File: src/rtl/width_128to24.sv
// width_128to24: repacks a stream of 128-bit words into 24-bit words.
// Three input words (384 bits) make exactly sixteen output words. Bits are
// kept MSB-first in a left-aligned 152-bit buffer. The fill count alone tells
// where the next word lands and where a 384-bit group ends, so no separate
// phase counter is needed.
module width_128to24 (
   input  logic         clk,
   input  logic         rst,
   input  logic         valid_in,
   input  logic [127:0] data_in,
   output logic         ready_in,
   output logic         valid_out,
   output logic [23:0]  data_out,
   input  logic         ready_out,
   output logic         last_out
);

   // Valid bits occupy buf_q[151 -: cnt_q]. Everything below them is zero.
   logic [151:0] buf_q, buf_d;
   logic [7:0]   cnt_q, cnt_d;

   // New input word, left-aligned, before it is shifted down past the leftover bits.
   logic [151:0] ins_w;
   logic         in_fire, out_fire;

   assign ins_w = {data_in, 24'd0};

   // The handshake flags depend only on the fill count. Accepting input only
   // when fewer than 24 bits remain means input and output never fire together.
   assign ready_in  = (cnt_q < 8'd24);
   assign valid_out = (cnt_q >= 8'd24);
   assign last_out  = (cnt_q == 8'd24);
   assign data_out  = buf_q[151:128];

   assign in_fire  = valid_in && ready_in;
   assign out_fire = valid_out && ready_out;

   // Next-state logic: append the input word below the leftover bits, or pop
   // 24 bits off the top.
   always_comb begin
      buf_d = buf_q;
      cnt_d = cnt_q;
      if (in_fire) begin
         // cnt is 0, 8 or 16 here. The bits below the valid region are zero,
         // so OR-ing the shifted word in places it after the leftover bits.
         buf_d = buf_q | (ins_w >> cnt_q);
         cnt_d = cnt_q + 8'd128;
      end else if (out_fire) begin
         buf_d = {buf_q[127:0], 24'd0};
         cnt_d = cnt_q - 8'd24;
      end
   end

   // State registers. Reset discards all buffered bits immediately.
   always_ff @(posedge clk or posedge rst) begin
      if (rst) begin
         buf_q <= '0;
         cnt_q <= '0;
      end else begin
         buf_q <= buf_d;
         cnt_q <= cnt_d;
      end
   end

endmodule

File: config.mk
export PLATFORM = sky130hd
export DESIGN_NAME = width_128to24
export DESIGN_NICKNAME = d
export VERILOG_FILES = /design/src/rtl/width_128to24.sv
export SDC_FILE = /design/constraint.sdc
export NUM_CORES = 1
export LEC_CHECK = 0
export BUFFER_PORTS_ARGS = -buffer_cell sky130_fd_sc_hd__buf_4
export CORE_MARGIN = 10
export CORE_UTILIZATION = 45
export CTS_CLUSTER_DIAMETER = 150
export DETAILED_ROUTE_END_ITERATION = 10
export PLACE_DENSITY = 0.78
export SYNTH_ARGS = -nofsm -noshare
export SYNTH_HDL_FRONTEND = slang
export SYNTH_SLANG_ARGS = --single-unit
File: constraint.sdc
create_clock -name clk -period 4.5 [get_ports clk]
set_input_delay 0.225 -clock clk [delete_from_list [all_inputs] [get_ports clk]]
set_output_delay 0.225 -clock clk [all_outputs]
set_load 0.01 [all_outputs]
Word level (Yosys, flattened, before mapping):

Index checks and enable logic that the tools add are counted.

* equality and inequality tests: 1
* $add $sub $neg: 2
* order comparisons: 2
* reduce and logical (&&, ||, !) cells: 3
* shift operators: 1
* bitwise gates (word level): 1
* multiplexer cells: 4

Operators with widths (count)
* 152-bit 2-to-1 mux: 2
* 152-bit bitwise OR: 1
* 152-bit by 8-bit >> shifter with 152-bit output: 1
* 8-bit 2-to-1 mux: 2
* 8-bit adder (second input constant): 1
* 8-bit by 5-bit equality test with 1-bit output (second input constant): 1
* 8-bit by 5-bit >= comparator with 1-bit output (second input constant): 1
* 8-bit by 5-bit < comparator with 1-bit output (second input constant): 1
* 8-bit by 5-bit subtractor with 8-bit output (second input constant): 1
* 1-bit logical AND: 2
* 2-bit nonzero test: 1

* flip-flop bits (word level): 160
* output and inout bits: 27

Depth between registers and ports, before layout:

* depth after elaboration: 4
* gate-level depth with buffers: 9
* depth with buffers taken out: 6

Least setup slack after synthesis:

OpenSTA, ideal clock, no wires.

* kind: register to register
* start point: reg cnt_q[3]
* end point: reg buf_q[67]
* path slack: 2.564 ns
* arrival time: 1.800 ns
* library setup time: 0.136 ns
* stages on the path, launching flop included: 8
* required time: 4.364 ns
* path buffers: 2
* cell sequence: dfrtp_1 buf_6 a2111oi_4 nand2_1 nand3_2 buf_2 mux2i_1 o21ai_0

* longest elaborated chain between the ends: 3
* elaborated cells between the ends (all ways): 8

Ends and longest elaborated chain
* start: declaration: line 20 `logic [7:0] cnt_q, cnt_d;`
* start signal: assignment: line 61 `cnt_q <= cnt_d;`
* 8-bit by 5-bit < comparator with 1-bit output *: line 30 `assign ready_in = (cnt_q < 8'd24);`
* named net ready_in: line 11 `output logic ready_in,`
* 1-bit logical AND *: line 35 `assign in_fire = valid_in && ready_in;`
* 152-bit 2-to-1 mux or 2-bit nonzero test (tied branches)
* end signal: assignment: line 60 `buf_q <= buf_d;`
* end: declaration: line 19 `logic [151:0] buf_q, buf_d;`

The timed path passes the listed nets; every way through them passes the cells marked *.
A chain may end at the register's enable or synchronous reset.

Worst setup path after layout:

* start point: reg cnt_q[4]
* end point: reg buf_q[38]

* longest elaborated chain between the ends: 3
* elaborated cells between the ends (all ways): 8

Ends and longest elaborated chain
* 152-bit by 8-bit >> shifter with 152-bit output (tied with other cells): line 46 `buf_d = buf_q | (ins_w >> cnt_q);`
* 152-bit bitwise OR (tied with other cells): line 46
* 152-bit 2-to-1 mux or 2-bit nonzero test (tied branches)

Several ways; a longest one is shown, not always the timed one.

==> reports/results.txt <==
Outcome - completed
Least-Margin Pin Slew - 1.090 ns
PwrDens - 703.7 nW/um2
Via Count - 9127
Root Driver - clkbuf_16
Syn nets - 1274
Max FO, Critical Path - 94
CTS H-tree depth - 4
Final nets - 1346
Largest net degree at the start of global routing - 95
Layout cells sized above 1 - 0.2194
Area growth from synthesis to layout - 17.07%
Drt initial violations - 1204
Drc violations - 0
Period utilisation layout - 0.7044
Final Hold Viols - 0
Cell variety after synth - 47
Slowest CP cell - dfrtp_4
FP Rows - 53
Routed Wire Length - 32.50 mm
Final core area utilization - 0.5400
Crit Path Class - reg2reg
Final Setup Violations - 0
Vias in the first global route - 8846
Die height - 167.3 um
Post-DRT Antenna Nets - 0
CP arrival - 3.46 ns
Worst hold-check path type - in2reg
CP startpoint - cnt_q[4]
Hold Crit Depth - 3
Peak VDD IR - 0.4599 mV
Postcts setup bufs - 0
FF-to-FF setup slack - 1.33 ns
CP top delay family - flip-flops
Initial antenna violation count - 0
Setup crit end kind - flop
Area taken by multi-input logic gates - 5159 um2
R2R Path Start - cnt_q[4]
Post-cts resize count - 0
Worst path required time - 4.79 ns
Slew Viols, Final - 0
Fin Clk Skew - 0.01078 ns
Clock buffer depth - 2
Seq/Total Area, Yosys - 0.4026
Critical Path, Cell by Cell - ha_1, inv_1, a21bo_1, nor2_4, buf_12, mux2i_1, o21ai_1
Synth warn - 0
Wire length of the first global-routing pass - 51.37 mm
IO Pins - 159
Main flop type after synthesis - dfrtp_1
Leakage - 5.189 nW
Post-synthesis async set-or-reset flop share - 1.000
WP buf/inv - 2
Startpoint types - flop
Reg area - 3936 um2
Core footprint - 21150 um2
Worst-Skew Late Latency - 0.44 ns
Slew HR - 0.2734
Setup TNS - 0 ns
Clock transition at path regs - 0.06 ns
Avg WL per Cell - 21.65 um
Vias per inst - 6.081
Fmax - 315.5 MHz
RSZ-0062 raised after global routing - false
Clock Sinks - 157
HPWL after DPL - 22.92 mm
Port bufs - 158
Fillers - 1927
Avg Inst Size Synth - 8.552 um2
Mapped Area - 9758 um2
FF-to-FF End - buf_q[38]
Remaining global-route overflow - 0
Pre-Repair DR Iteration Count - 5
Final min period - 3.170 ns
Die ar. - 27970 um2
CTS Hold Buffers Added - 1
Initial Util - 0.4613
Number of synthesized flops with an enable pin - 0
N_diodes - 0
Flops & latches, synth - 157
CTS tree - built
Post-Synthesis Cells - 1141
R2R cell count - 7
Min-delay src - data_in[122]
Die width - 167.3 um
WHS Endpoint - buf_q[146]
Max Cap Violations - 0
Gpl congestion - 0.9168
Cts bufs inserted - 17
Crit-path max cell delay - 0.93 ns
Total GRT Usage - 0.2244
==> through the flow <==
step	setup slack, ns	hold WS [ns]	power, mW	instances	area [um2]
final	1.330	0.1007	8.039	1501	11420
after global routing	1.121	0.1313	8.523	1501	11420
after CTS	1.417	0.09490	7.944	1501	11420
after detailed placement	1.464	0.4454	6.385	1468	10790
after global placement	1.555	0.4481	6.292	1468	10790
after floorplan	0.04014	0.4166	5.417	1141	9758
==> cells in the mapped netlist, drive strengths merged (2+ instances only) <==
master,n,area share
a211oi,9,0.0069
nand3,2,0.0015
a31oi,34,0.022
a221oi,3,0.0027
o32ai,2,0.0018
and2,11,0.0071
a21oi,106,0.054
dfrtp,157,0.40
nor4,10,0.0064
a22o,6,0.0054
o21ai,80,0.041
inv,13,0.0050
nand4bb,2,0.0023
o22ai,70,0.045
nor2b,6,0.0038
nand2,139,0.053
mux2i,107,0.11
nor2,162,0.062
clkbuf,38,0.015
mux2,55,0.063
buf,81,0.051
nand2b,6,0.0038
or2,3,0.0019
nor3,10,0.0051
a22oi,8,0.0062
o31a,4,0.0036
and3,2,0.0013
xnor2,2,0.0018
==> tightest hold or removal path: cells and delay by family <==
family | cells | cell delay, ns
AO/OA/AOI/OAI | 2 | 0.18
buffers and inverters | 1 | 0.09
==> power breakdown <==
part,switching [mW],internal [mW],total [mW]
clock,0.593,0.952,1.54
combinational,2.36,1.60,3.96
sequential,0.535,2.00,2.53
total,3.49,4.55,8.04
==> worst max-delay path by stage <==
stage	to	slack, ns	cells after the start
6_report	buf_q[38]	1.33	7
5_1_grt	buf_q[131]	1.12	7
4_1_cts	buf_q[131]	1.42	7
3_5_place_dp	buf_q[38]	1.46	7
3_3_place_gp	buf_q[39]	1.55	7
2_1_floorplan	buf_q[0]	0.04	1
==> cell families (layout without fill, tap and decap cells) <==
family                     Yosys count  in the layout  share of synthesized area
and+or+nand+nor                    357            357                     0.1526
muxes                              162            162                     0.1732
DFF                                157            157                     0.4026
adders and majority gates            1              1                   0.001282
xor gates and xnor gates             3              3                   0.002693
AOI/OAI and AO/OA                  329            329                     0.1970
buffers and inverters              132            217                    0.07065
==> layout make-up <==
cell class / instances / share of cell area
sequential: 157 / 0.3446
clock inverter: 12 / 0.01468
multi-input combinational: 852 / 0.4516
timing repair buffer: 172 / 0.1143
inverter: 13 / 0.004710
clock buffer: 20 / 0.03998
tap: 275 / 0.03012
==> flip-flops by register name, indices dropped and copies added, names as in the netlist <==
name,cells
buf_q,152
cnt_q,5
==> cell usage in the layout, fill, tap and decap left out, types with 9 or more instances in the layout <==
master and instances:
nor4_1 10, a211oi_1 9, nand2_1 138, clkbuf_16 17, mux2_2 55, inv_1 11
nor2_1 161, o21ai_1 22, dfrtp_1 155, a31oi_1 34, and2_1 10, mux2i_1 107
nor3_1 10, a21oi_1 106, buf_4 170, o22ai_1 70, o21ai_0 58
==> metal layers <==
layer | global-route usage | share of wire | vias up
li1 | - | - | 4176
met3 | 0.06625 | 0.12 | 72
met5 | 0.01625 | 0.0010 | -
met4 | 0.08100 | 0.027 | 2
met1 | 0.3173 | 0.44 | 4280
met2 | 0.3143 | 0.42 | 597
Note: power is estimated with default switching activity, not from simulation.
